### src/rtl/mcu_int_controller.sv
// mcu_int_controller: prioritising interrupt controller with eight edge-triggered sources.
// The sources are split into two groups that drive INT0 and INT1. Each group has its own
// request/acknowledge/end-of-interrupt sequencer.
// Optional feature: define MCU_INTC_POLARITY_EN to add the per-source polarity register
// at offset 4. Without it, every source triggers on a rising edge.
module mcu_int_controller #(
    parameter int NUM_SRC   = 8,
    parameter int INT0_SRCS = 4
) (
    input  logic        CLK,
    input  logic        RESET,
    input  logic [7:0]  INTS,
    input  logic        SEL,
    input  logic [2:0]  ADDR,
    input  logic        RD,
    input  logic        WR,
    input  logic [15:0] WDATA,
    output logic [15:0] RDATA,
    input  logic        INT_ACK0,
    input  logic        INT_ACK1,
    output logic        INT0,
    output logic        INT1
);

    typedef enum logic [1:0] {ST_IDLE, ST_REQ, ST_SVC} state_t;

    // Bit mask with the lowest n bits set.
    function automatic logic [7:0] low_mask(input int n);
        logic [7:0] m;
        m = '0;
        for (int i = 0; i < 8; i++) begin
            if (i < n) m[i] = 1'b1;
        end
        return m;
    endfunction

    localparam logic [7:0] VALID_MASK = low_mask(NUM_SRC);
    localparam logic [7:0] GRP0_MASK  = low_mask(INT0_SRCS) & VALID_MASK;
    localparam logic [7:0] GRP1_MASK  = ~low_mask(INT0_SRCS) & VALID_MASK;

    logic [7:0]  s1_reg, s2_reg, s3_reg;
    logic [7:0]  pend_reg, pend_next;
    logic [7:0]  mask_reg;
    logic [7:0]  pol_val;
    logic [7:0]  edge_det;
    logic [15:0] rdata_reg, rd_mux;
    logic        wr_en, rd_en;
    logic [7:0]  w1c_bits;
    logic [1:0]  eoi_bits;
    logic [1:0]  int_bits, svc_bits;
    logic [2:0]  vec_bits [2];
    logic [7:0]  ack_clr  [2];
    logic        unused_wdata;

    assign wr_en        = SEL & WR;
    assign rd_en        = SEL & RD;
    assign w1c_bits     = (wr_en && ADDR == 3'd0) ? WDATA[7:0] : 8'h00;
    assign eoi_bits     = (wr_en && ADDR == 3'd3) ? WDATA[1:0] : 2'b00;
    assign unused_wdata = &{1'b0, WDATA[15:8]};

`ifdef MCU_INTC_POLARITY_EN
    logic [7:0] pol_reg;

    // Polarity register: a 1 selects falling-edge triggering for that source.
    always_ff @(posedge CLK) begin
        if (RESET)                         pol_reg <= '0;
        else if (wr_en && ADDR == 3'd4)    pol_reg <= WDATA[7:0];
    end
    assign pol_val = pol_reg;
`else
    assign pol_val = '0;
`endif

    // Two-flop synchroniser plus one history flop per source.
    always_ff @(posedge CLK) begin
        if (RESET) begin
            s1_reg <= '0;
            s2_reg <= '0;
            s3_reg <= '0;
        end else begin
            s1_reg <= INTS;
            s2_reg <= s1_reg;
            s3_reg <= s2_reg;
        end
    end

    // Edge detection is done under the current polarity. Changing the polarity therefore
    // re-interprets the history flop instead of faking an edge.
    generate
        for (genvar gi = 0; gi < 8; gi++) begin : g_edge
            assign edge_det[gi] = (s2_reg[gi] ^ pol_val[gi]) & ~(s3_reg[gi] ^ pol_val[gi]);
        end
    endgenerate

    // Pending bits: a new edge beats a W1C or an acknowledge clear in the same cycle.
    always_comb begin
        pend_next = ((pend_reg & ~w1c_bits & ~(ack_clr[0] | ack_clr[1])) | edge_det) & VALID_MASK;
    end

    // Pending and mask storage.
    always_ff @(posedge CLK) begin
        if (RESET) begin
            pend_reg <= '0;
            mask_reg <= '0;
        end else begin
            pend_reg <= pend_next;
            if (wr_en && ADDR == 3'd1) mask_reg <= WDATA[7:0];
        end
    end

    // One sequencer per core interrupt input. Inside a group the lowest index wins.
    generate
        for (genvar gi = 0; gi < 2; gi++) begin : g_grp
            localparam logic [7:0] GRP = (gi == 0) ? GRP0_MASK : GRP1_MASK;

            state_t     state_reg, state_next;
            logic [2:0] vec_reg;
            logic       int_reg;
            logic [7:0] req_vec;
            logic       req;
            logic       ack;
            logic [2:0] win_idx;
            logic [7:0] clr_mask;

            assign req_vec = pend_reg & mask_reg & GRP;
            assign req     = |req_vec;
            assign ack     = (gi == 0) ? INT_ACK0 : INT_ACK1;

            // Lowest-index pending and enabled source of this group.
            always_comb begin
                win_idx = 3'd0;
                for (int i = 7; i >= 0; i--) begin
                    if (req_vec[i]) win_idx = 3'(i);
                end
            end

            // Next state and acknowledge clear. Stray ACKs and EOIs fall through unchanged.
            always_comb begin
                state_next = state_reg;
                clr_mask   = '0;
                case (state_reg)
                    ST_IDLE: if (req) state_next = ST_REQ;
                    ST_REQ: begin
                        if (!req) begin
                            state_next = ST_IDLE;
                        end else if (ack) begin
                            state_next = ST_SVC;
                            clr_mask   = 8'b1 << win_idx;
                        end
                    end
                    ST_SVC:  if (eoi_bits[gi]) state_next = ST_IDLE;
                    default: state_next = ST_IDLE;
                endcase
            end

            // State, registered request output and latched vector.
            always_ff @(posedge CLK) begin
                if (RESET) begin
                    state_reg <= ST_IDLE;
                    int_reg   <= 1'b0;
                    vec_reg   <= '0;
                end else begin
                    state_reg <= state_next;
                    int_reg   <= (state_next == ST_REQ);
                    if (state_reg == ST_REQ && req && ack) vec_reg <= win_idx;
                end
            end

            assign ack_clr[gi]  = clr_mask;
            assign int_bits[gi] = int_reg;
            assign svc_bits[gi] = (state_reg == ST_SVC);
            assign vec_bits[gi] = vec_reg;
        end
    endgenerate

    assign INT0 = int_bits[0];
    assign INT1 = int_bits[1];

    // Read multiplexer. Offsets that are write-only or unused read as zero.
    always_comb begin
        rd_mux = '0;
        case (ADDR)
            3'd0:    rd_mux = {8'h00, pend_reg};
            3'd1:    rd_mux = {8'h00, mask_reg};
            3'd2:    rd_mux = {svc_bits[1], vec_bits[1], 4'h0, svc_bits[0], 4'h0, vec_bits[0]};
            3'd4:    rd_mux = {8'h00, pol_val};
            default: rd_mux = '0;
        endcase
    end

    // Read data is registered and held until the next read.
    always_ff @(posedge CLK) begin
        if (RESET)      rdata_reg <= '0;
        else if (rd_en) rdata_reg <= rd_mux;
    end

    assign RDATA = rdata_reg;

endmodule

### config.mk
export PLATFORM = sky130hd
export DESIGN_NAME = mcu_int_controller
export DESIGN_NICKNAME = d
export VERILOG_FILES = /design/src/rtl/mcu_int_controller.sv
export SDC_FILE = /design/constraint.sdc
export NUM_CORES = 1
export LEC_CHECK = 0
export CORE_ASPECT_RATIO = 0.5
export CORE_MARGIN = 2
export CORE_UTILIZATION = 23
export CTS_CLUSTER_DIAMETER = 120
export DETAILED_ROUTE_END_ITERATION = 10
export GPL_TIMING_DRIVEN = 0
export PLACE_DENSITY = 0.48
export SLEW_MARGIN = 15
export SYNTH_ARGS = -nofsm -noshare
export SYNTH_HDL_FRONTEND = slang
export SYNTH_SLANG_ARGS = --single-unit
### constraint.sdc
create_clock -name CLK -period 1.6 [get_ports CLK]
set_input_delay 0.24 -clock CLK [delete_from_list [all_inputs] [get_ports CLK]]
set_output_delay 0.24 -clock CLK [all_outputs]
set_load 0.02 [all_outputs]
==> summary.txt <==
Status
  – Result of the run: finished clean

STA
  – Final clock period utilization by the worst path: 0.950
  – Worst slew margin relative to its limit: 0.623
  – Number of endpoints failing setup at the final stage: 0
  – WHS: 0.324 ns
  – Post-route worst setup slack: 0.0803 ns
  – Max Clk Rate: 658 MHz
  – Setup repair after global routing missed its margin: false
  – Worst-margin pin slew: 0.566 ns
  – Fin crit period: 1.52 ns
  – Final hold viol count: 0
  – Post-route clock skew: 0.00284 ns
  – Final Slew Violations: 0

Worst setup path
  – Worst-case reg-to-reg path depth: 4
  – Required time of the critical path: 1.81 ns
  – Startpoint Class: input pin
  – CP Max Fanout: 8
  – Crit path capture type: flip-flop
  – CP max stage cell: sky130_fd_sc_hd__clkdlybuf4s50_1
  – Critical path origin: ADDR[2]
  – Critical path arrival: 1.73 ns
  – Worst path max stage delay: 0.57 ns
  – CP Class: in2reg
  – Critical path, cell by cell: clkdlybuf4s50_1 > nor3_2 > nor2b_4 > buf_6 > a22oi_1 > a31o_2
  – R2R Path Start: pend_reg[1]

Synth
  – Average cell area after synthesis: 9.98 sq um
  – FFs w/ async S/R, synth: 0
  – Number of enable-type register cells in the synthesized netlist: 0
  – Netlist area before placement: 2430 sq um
  – Area share of the largest cell type after synthesis: 0.518
  – Cell taking the most area after synthesis: sky130_fd_sc_hd__dfxtp_1
  – Number of distinct library cells after synthesis: 42
  – Number of register bits inferred by synthesis: 63
  – Flip-flop cell with the highest count after synthesis: sky130_fd_sc_hd__dfxtp_1
  – Synth Warn #: 0
  – Ranking of synthesized cells by area: sky130_fd_sc_hd__dfxtp_1, sky130_fd_sc_hd__nor2b_1, sky130_fd_sc_hd__mux2i_1
  – Mapped Cells: 244
  – Sequential-to-total area share from yosys stat: 0.518

Floorplan
  – Initial standard-cell utilization of the core: 0.238
  – Number of ports placed on the die boundary: 52
  – Area of the core: 10200 sq um
  – Width of the die: 150 um
  – Height of the chip: 76.8 um
  – Die ar.: 11500 sq um
  – Number of placement rows: 26

Clock tree
  – CTS clk-pin slew, worst paths: 0.05 ns
  – Clk_lat worst skew: 0.32 ns
  – Max Buffers Root-to-Sink: 2
  – Cts bufs inserted: 9
  – Hold_buf cts: 0
  – Post-CTS Setup Repair Bufs: 0
  – Clock tree root buffer cell: sky130_fd_sc_hd__clkbuf_16
  – Clock tree from TritonCTS: yes
  – Total clock sinks: 63
  – H-tree lvl count: 3
  – Post-cts gate resize count: 1

Global routing
  – Number of global-route vias before repair: 1738
  – Total track usage: 0.103
  – Maximum number of pins on one net before global-route repair: 12
  – Wire length of the first global-routing pass: 9030 um
  – Initial antenna violation count: 0
  – Leftover overflow at the end of global routing: 0

Route
  – Via Count: 1878
  – Number of antenna-violating nets in the routed design: 0
  – Pre-Repair DR Iteration Count: 5
  – Total wire length after detailed routing: 5630 um
  – Routed wire per std cell: 12.8 um
  – Initial DRC count: 116
  – Detail-routed via count per cell: 4.27
  – Count of unresolved DRC violations after routing: 0

Layout
  – Number of inserted diodes: 0
  – Most common cell after layout, fill and taps aside: sky130_fd_sc_hd__dfxtp_1
  – Most used cells in the layout excluding fill and tap cells: sky130_fd_sc_hd__dfxtp_1, sky130_fd_sc_hd__clkdlybuf4s50_1, sky130_fd_sc_hd__nor2b_1
  – Share of post-route cells with drive strength above 1: 0.127
  – Synth-to-layout area growth: 36.2%
  – Share of the core filled with cells: 0.324
  – Final Net Count: 330
  – Flip-flop count of the largest register after layout: 12
  – Area of all placed cells without fillers: 3320 sq um
  – Final cell count without fillers: 440

Placement
  – Global placer's final weighted congestion: 0.820
  – Inst Count DP: 425
  – Port Buffer Count: 38
  – Post-Place Cell Area: 3000 sq um
  – Post-Place Setup Slack: -0.390 ns
  – HPWL after DPL: 4230 um

Pwr
  – Leakage Power: 1.20 nW
  – Peak supply drop: 0.482 mV
  – PwrDens: 1170 nW/um^2

Worst hold path
  – Class of the worst hold path: in2reg
  – Hold path startpoint: ADDR[1]
  – Depth of the worst hold-timing path: 4

Job
  – Number of max-cap violations: 0
critical path: cells and delay by family:
| kind | cells | cell delay (ns) |
|---|---|---|
| buf+inv | 2 | 0.70 |
| compound gates | 2 | 0.32 |
| simple gates | 2 | 0.47 |
path summary, 6_finish.rpt:
path / endpoint / slack, ns
min: RDATA[7] / 0.32
max reg2reg: pend_reg[3] / 0.10
min reg2reg: pend_reg[4] / 0.41
max: pend_reg[6] / 0.08
cells in the mapped netlist (2+ instances only):
library cell / number
sky130_fd_sc_hd__clkbuf_1: 4
sky130_fd_sc_hd__a22oi_1: 11
sky130_fd_sc_hd__nor3_1: 3
sky130_fd_sc_hd__a221o_1: 2
sky130_fd_sc_hd__and3b_1: 4
sky130_fd_sc_hd__buf_6: 2
sky130_fd_sc_hd__o2bb2ai_1: 3
sky130_fd_sc_hd__a41o_1: 2
sky130_fd_sc_hd__buf_4: 5
sky130_fd_sc_hd__buf_2: 3
sky130_fd_sc_hd__nor2_1: 21
sky130_fd_sc_hd__a311oi_1: 2
sky130_fd_sc_hd__a2111oi_0: 4
sky130_fd_sc_hd__nand3_1: 2
sky130_fd_sc_hd__dfxtp_1: 63
sky130_fd_sc_hd__a221oi_1: 2
sky130_fd_sc_hd__a22o_1: 7
sky130_fd_sc_hd__mux2_2: 4
sky130_fd_sc_hd__o21ai_0: 4
sky130_fd_sc_hd__nor2b_1: 25
sky130_fd_sc_hd__inv_1: 10
sky130_fd_sc_hd__nand2_1: 22
sky130_fd_sc_hd__a21oi_1: 5
sky130_fd_sc_hd__mux2i_1: 10
sky130_fd_sc_hd__nand3b_1: 4
sky130_fd_sc_hd__a211oi_1: 3
sky130_fd_sc_hd__a32o_1: 2
metrics by stage:
stage | TNS, ns | power [W]
2_1_floorplan | 0 | 0.00177
3_3_place_gp | -7.46 | 0.00188
3_5_place_dp | -8.41 | 0.00188
4_1_cts | 0 | 0.00392
5_1_grt | 0 | 0.00400
6_report | 0 | 0.00387
cells by family (layout without fill, tap and decap cells):
| kind of cell | after synthesis | after routing | synth area share |
|---|---|---|---|
| buf+inv | 25 | 78 | 0.0540 |
| simple gates | 89 | 89 | 0.200 |
| mux | 14 | 14 | 0.0596 |
| flops | 63 | 63 | 0.518 |
| compound gates | 52 | 52 | 0.166 |
| other cells | 1 | 4 | 0.00154 |
metal layers:
layer | up-vias | global-route usage | part of all wire
met4 | 0 | 0.0371 | 0.010
met1 | 867 | 0.136 | 0.48
met2 | 44 | 0.147 | 0.44
li1 | 961 | - | -
met5 | - | 0 | 0
met3 | 6 | 0.0464 | 0.072
power breakdown:
part,switching [W],leakage (nW),internal [W]
sequential,0.0000208,0.513,0.00161
combinational,0.000104,0.540,0.000112
clock,0.000672,0.151,0.00135
final cells by class:
cell class | count | area, sq um
fillers | 1055 | 6930
clock inverters | 6 | 86.3
repair buffers | 38 | 380
clock buffers | 9 | 225
plain buffers | 15 | 96.3
inverters | 10 | 37.5
well taps | 140 | 175
multi-input cells | 159 | 1050
flip-flops and latches | 63 | 1260
Note: power is estimated with default switching activity, not from simulation.
